`src/rtl/regfile_scan_if.sv`:
```
// regfile_scan_if: register-file access and scan signals shared by a driver and the register file
interface regfile_scan_if #(
  parameter int WIDTH = 16,
  parameter int AW = 3
);
  logic test;
  logic sdi;
  logic sdo;
  logic reg_we;
  logic scan_wrap;
  logic [AW-1:0] rw;
  logic [AW-1:0] rs1;
  logic [AW-1:0] rs2;
  logic [WIDTH-1:0] wdata;
  logic [WIDTH-1:0] rd1;
  logic [WIDTH-1:0] rd2;
  modport master (
    output test, sdi, reg_we, rw, wdata, rs1, rs2,
    input sdo, rd1, rd2, scan_wrap
  );
  modport slave (
    input test, sdi, reg_we, rw, wdata, rs1, rs2,
    output sdo, rd1, rd2, scan_wrap
  );
endinterface

```
`src/rtl/regfile_scan.sv`:
```
// regfile_scan: parametrised 2R1W register file with write bypass, optional zero R0 and a full serial scan chain
module regfile_scan #(
  parameter int WIDTH = 16,
  parameter int NREGS = 8,
  parameter int BYPASS = 1,
  parameter int ZERO_R0 = 0
) (
  input logic clk,
  input logic rst,
  regfile_scan_if.slave bus
);
  localparam int AW = $clog2(NREGS);
  localparam int NA = 1 << AW;
  localparam int CHAIN = (NREGS - ZERO_R0) * WIDTH;
  localparam int IW = $clog2(CHAIN);
  localparam int CW = $clog2(CHAIN + 1);
  // All storage lives in one vector ordered {R[NREGS-1], ..., R[ZERO_R0]} so a scan shift is a plain right shift
  logic [CHAIN-1:0] chain_q, chain_d;
  logic [CW-1:0] cnt_q, cnt_d;
  logic wrap_q, wrap_d;
  logic [NA-1:0] writable;
  logic [WIDTH-1:0] regs [NA];
  logic we_ok;
  // Read view of every address: real registers map into the chain, everything else reads zero
  always_comb begin
    writable = '0;
    for (int k = 0; k < NA; k++) regs[k] = '0;
    for (int k = ZERO_R0; k < NREGS; k++) begin
      writable[AW'(k)] = 1'b1;
      regs[AW'(k)] = chain_q[IW'((k - ZERO_R0) * WIDTH) +: WIDTH];
    end
  end
  // A write only counts outside scan mode and to an address that has storage; bypass follows the same rule
  always_comb begin
    we_ok = bus.reg_we && !bus.test && writable[bus.rw];
    bus.rd1 = (BYPASS != 0 && we_ok && bus.rw == bus.rs1) ? bus.wdata : regs[bus.rs1];
    bus.rd2 = (BYPASS != 0 && we_ok && bus.rw == bus.rs2) ? bus.wdata : regs[bus.rs2];
    bus.sdo = chain_q[0];
    bus.scan_wrap = wrap_q;
  end
  // Next chain contents: scan shift has priority over the write port
  always_comb begin
    chain_d = bus.test ? {bus.sdi, chain_q[CHAIN-1:1]} : chain_q;
    if (we_ok)
      for (int k = ZERO_R0; k < NREGS; k++)
        if (bus.rw == AW'(k)) chain_d[IW'((k - ZERO_R0) * WIDTH) +: WIDTH] = bus.wdata;
  end
  // Shift counter wraps after a full rotation; leaving scan mode restarts it
  always_comb begin
    wrap_d = bus.test && cnt_q == CW'(CHAIN - 1);
    cnt_d = (!bus.test || wrap_d) ? '0 : cnt_q + CW'(1);
  end
  // State registers, cleared asynchronously
  always_ff @(posedge clk or posedge rst) begin
    if (rst) begin
      chain_q <= '0;
      cnt_q <= '0;
      wrap_q <= 1'b0;
    end else begin
      chain_q <= chain_d;
      cnt_q <= cnt_d;
      wrap_q <= wrap_d;
    end
  end
endmodule

```
`src/flat_wrapper.sv`:
```
// flat-port wrapper written by rule: the top's interface ports become plain ports
module regfile_scan_flat 
#(
  parameter int WIDTH = 16,
  parameter int NREGS = 8,
  parameter int BYPASS = 1,
  parameter int ZERO_R0 = 0
)
  (clk, rst, bus_test, bus_sdi, bus_reg_we, bus_rw, bus_wdata, bus_rs1, bus_rs2, bus_sdo, bus_rd1, bus_rd2, bus_scan_wrap);
  regfile_scan_if #(.WIDTH(WIDTH), .AW(3)) bus_i ();
  input logic clk;
  input logic rst;
  input wire logic [$bits(bus_i.test)-1:0] bus_test;
  input wire logic [$bits(bus_i.sdi)-1:0] bus_sdi;
  input wire logic [$bits(bus_i.reg_we)-1:0] bus_reg_we;
  input wire logic [$bits(bus_i.rw)-1:0] bus_rw;
  input wire logic [$bits(bus_i.wdata)-1:0] bus_wdata;
  input wire logic [$bits(bus_i.rs1)-1:0] bus_rs1;
  input wire logic [$bits(bus_i.rs2)-1:0] bus_rs2;
  output wire logic [$bits(bus_i.sdo)-1:0] bus_sdo;
  output wire logic [$bits(bus_i.rd1)-1:0] bus_rd1;
  output wire logic [$bits(bus_i.rd2)-1:0] bus_rd2;
  output wire logic [$bits(bus_i.scan_wrap)-1:0] bus_scan_wrap;
  assign bus_i.test = bus_test;
  assign bus_i.sdi = bus_sdi;
  assign bus_i.reg_we = bus_reg_we;
  assign bus_i.rw = bus_rw;
  assign bus_i.wdata = bus_wdata;
  assign bus_i.rs1 = bus_rs1;
  assign bus_i.rs2 = bus_rs2;
  assign bus_sdo = bus_i.sdo;
  assign bus_rd1 = bus_i.rd1;
  assign bus_rd2 = bus_i.rd2;
  assign bus_scan_wrap = bus_i.scan_wrap;
  regfile_scan #(.WIDTH(WIDTH), .NREGS(NREGS), .BYPASS(BYPASS), .ZERO_R0(ZERO_R0)) u_core (.clk(clk), .rst(rst), .bus(bus_i));
endmodule
```
`config.mk`:
```
export PLATFORM = sky130hd
export DESIGN_NAME = regfile_scan_flat
export DESIGN_NICKNAME = d
export VERILOG_FILES = /design/src/rtl/regfile_scan_if.sv /design/src/rtl/regfile_scan.sv /design/src/flat_wrapper.sv
export SDC_FILE = /design/constraint.sdc
export NUM_CORES = 1
export LEC_CHECK = 0
export CAP_MARGIN = 40
export CORE_ASPECT_RATIO = 0.75
export CORE_UTILIZATION = 42
export CTS_BUF_LIST = sky130_fd_sc_hd__clkbuf_16
export CTS_CLUSTER_DIAMETER = 80
export DETAILED_ROUTE_END_ITERATION = 7
export PLACE_DENSITY = 0.72
export SYNTH_ARGS = -nofsm -noshare
export SYNTH_HDL_FRONTEND = slang
export SYNTH_SLANG_ARGS = --single-unit
```
`constraint.sdc`:
```
create_clock -name clk -period 5.2 [get_ports clk]
set_clock_uncertainty 0.05 [all_clocks]
set_input_delay 0.78 -clock clk [delete_from_list [all_inputs] [get_ports clk]]
set_output_delay 0.78 -clock clk [all_outputs]
set_load 0.02 [all_outputs]
```
==> reports/qor.txt <==
Outcome: complete, no violations
RSZ-0062 raised after global routing: false
Rel. slew slack: 38.96%
Core ar.: 0.01693 mm^2
Post-DP Area: 0.008162 mm^2
Clk sinks: 137
Drt via density: 5.569
Slew Limit Fails: 0
Syn-to-layout area delta: 19.39%
Die height: 116.4 um
Hold Buf Count CTS: 0
Maximum vdd drop: 0.2536 mV
Post-CTS resize count: 0
CTS max path bufs: 2
Initial antenna violation count: 1
Synthesized net count: 578
Die extent in x: 154.5 um
Arrival time at the worst endpoint: 3.54 ns
Clk slew on worst S/H paths: 0.06 ns
Syn Area/Cell: 13.39 um^2
H-tree Lvls: 4
Gr usage total: 18.09%
# rows: 41
R2R cell count: 4
Total chip power: 3.997 mW
Place WS: 0.8150 ns
Critical path destination: bus_rd2[14]
Pin count of the biggest net entering global routing: 68
Synth Cell Area: 0.007326 mm^2
R2R Path End: u_core.cnt_q[3]
Library cells used by synthesis: 31
Dpl hpwl: 9973 um
Root Buffer Master: clkbuf_16
Placed insts: 796
Number of global-route vias before repair: 4766
# Max-Cap Violations: 0
HP Class: flip-flop to flip-flop
Worst-Margin Slew: 0.9156 ns
Fin util: 51.66%
Die Area: 0.01798 mm^2
Power per cell area: 457.1 mW/mm^2
Worst skew pair latency: 0.42 ns
WS Path Type: input pin to output port
Final hold slack: 0.4487 ns
DRT Pass-1 Iters: 4
Residual DRC: 0
Final period demand of the worst path: 4.370 ns
TritonCTS clock tree: built
Antenna viol nets, final: 0
Period utilisation layout: 84.03%
Wirelength per Cell: 18.47 um
Mapped Cells: 547
Lkg Pwr: 3.976 nW
Number of nets in the layout: 631
Iteration-0 DRC Markers: 279
Initial core utilization: 43.27%
Fmax achieved: 228.9 MHz
I/O Buffers: 63
CP endpoint kind: output port
Critical path required time: 4.37 ns
YS warnings: 0
R2R Path Start: u_core.cnt_q[0]
Fin area: 0.008746 mm^2
Reg2reg setup slack: 3.38 ns
Post-Layout Cell Count: 829
Setup violators final: 0
Sequential element share of the synthesized area: 46.80%
Setup_tns: 0 ns
Total number of vias: 4617
CP Max Fanout: 10
CP Launch Point: bus_reg_we
Final WS setup: 0.8304 ns
Fillers: 1414
Yosys reg bits: 137
DRT Wirelength: 15310 um
RePlAce Congestion: 0.7574
Gr ovfl total: 0
Share of layout cells above drive strength 1: 44.54%
Final Hold Viols: 0
IO Count: 64
CTS Buf Count: 17
First-pass GRT wire length: 24870 um
Postcts setup bufs: 0
Startpoint Class: input pin
[worst min-delay path by stage]
stage,from,slack [ns],endpoint,cells past startpoint
global route,u_core.chain_q[95],0.46,u_core.chain_q[94],1
detailed placement,u_core.cnt_q[7],0.44,u_core.bus.scan_wrap,1
floorplan,u_core.cnt_q[7],0.40,u_core.bus.scan_wrap,1
finish,u_core.chain_q[122],0.45,u_core.chain_q[121],1
CTS,u_core.chain_q[74],0.45,u_core.chain_q[73],1
global placement,u_core.chain_q[127],0.43,u_core.chain_q[126],1
[cell type report]
| class | count | area, um^2 | area share [%] |
|---|---|---|---|
| diodes | 1 | 2.502 | 0.02861 |
| clock buffers | 17 | 425.4 | 4.864 |
| clock inverters | 15 | 156.4 | 1.788 |
| inverters | 3 | 13.76 | 0.1574 |
| multi-input cells | 367 | 3715 | 42.47 |
| flip-flops and latches | 137 | 3428 | 39.20 |
| well taps | 215 | 269.0 | 3.076 |
| repair buffers | 74 | 735.7 | 8.412 |
[cells by family after synthesis]
group           Yosys count  share of synthesized area (%)
mux                     288                          43.69
compound gates           39                          3.330
simple gates             32                          2.681
fa+ha+maj                 1                         0.1708
xor+xnor                  7                         0.8369
flops                   137                          46.80
buf+inv                  43                          2.494
[worst max-delay path, cell delays in order]
cell	delay (ns)
clkdlybuf4s50_1	0.48
or3b_1	0.35
or4_1	0.79
buf_8	0.27
mux2_4	0.31
clkdlybuf4s50_1	0.54
[where the power goes]
group / internal [mW] / switching, mW
logic: 0.719 / 0.431
clock network: 0.679 / 0.503
registers: 1.39 / 0.280
total: 2.78 / 1.21
[cells in the mapped netlist, drive strengths merged]
| cell type | number | share of area, % |
|---|---|---|
| a21boi | 2 | 0.20 |
| ha | 1 | 0.17 |
| o31ai | 1 | 0.10 |
| xor2 | 6 | 0.72 |
| or2 | 2 | 0.17 |
| mux2 | 224 | 35 |
| nor2 | 4 | 0.20 |
| or4 | 3 | 0.31 |
| clkbuf | 27 | 1.4 |
| nand2 | 4 | 0.20 |
| nand3b | 3 | 0.31 |
| inv | 3 | 0.15 |
| nand4 | 3 | 0.26 |
| or3 | 1 | 0.085 |
| nand2b | 3 | 0.26 |
| nor4b | 1 | 0.12 |
| or3b | 1 | 0.12 |
| xnor2 | 1 | 0.12 |
| and2 | 2 | 0.17 |
| nor3b | 2 | 0.27 |
| mux2i | 64 | 8.7 |
| dfrtp | 137 | 47 |
| nand3 | 3 | 0.20 |
| o21ai | 2 | 0.14 |
| buf | 13 | 0.96 |
| o22ai | 33 | 2.8 |
| a21oi | 1 | 0.068 |
[metal layers]
metal	wire, um	vias to the layer above	global-route usage, %
li1	-	2153	-
met4	259	0	8.515
met3	722	24	5.083
met2	7309	129	29.29
met5	0	-	0
met1	7017	2311	22.68
[cells in the final DEF (no fill, tap or decap), drive strengths merged]
| cell | count |
|---|---|
| a21boi | 2 |
| a21oi | 1 |
| and2 | 2 |
| buf | 14 |
| bufinv | 1 |
| clkbuf | 17 |
| clkdlybuf4s50 | 60 |
| clkinv | 3 |
| clkinvlp | 1 |
| dfrtp | 137 |
| diode | 1 |
| ha | 1 |
| inv | 13 |
| mux2 | 224 |
| mux2i | 64 |
| nand2 | 4 |
| nand2b | 3 |
| nand3 | 3 |
| nand3b | 3 |
| nand4 | 3 |
| nor2 | 4 |
| nor3b | 2 |
| nor4b | 1 |
| o21ai | 2 |
| o22ai | 33 |
| o31ai | 1 |
| or2 | 2 |
| or3 | 1 |
| or3b | 1 |
| or4 | 3 |
| xnor2 | 1 |
| xor2 | 6 |
[flip-flops by register name, indices dropped and copies added (netlist names)]
name                  count
u_core.chain_q          128
u_core.cnt_q              8
u_core.bus.scan_wrap      1
(Power assumes the default switching activity.)
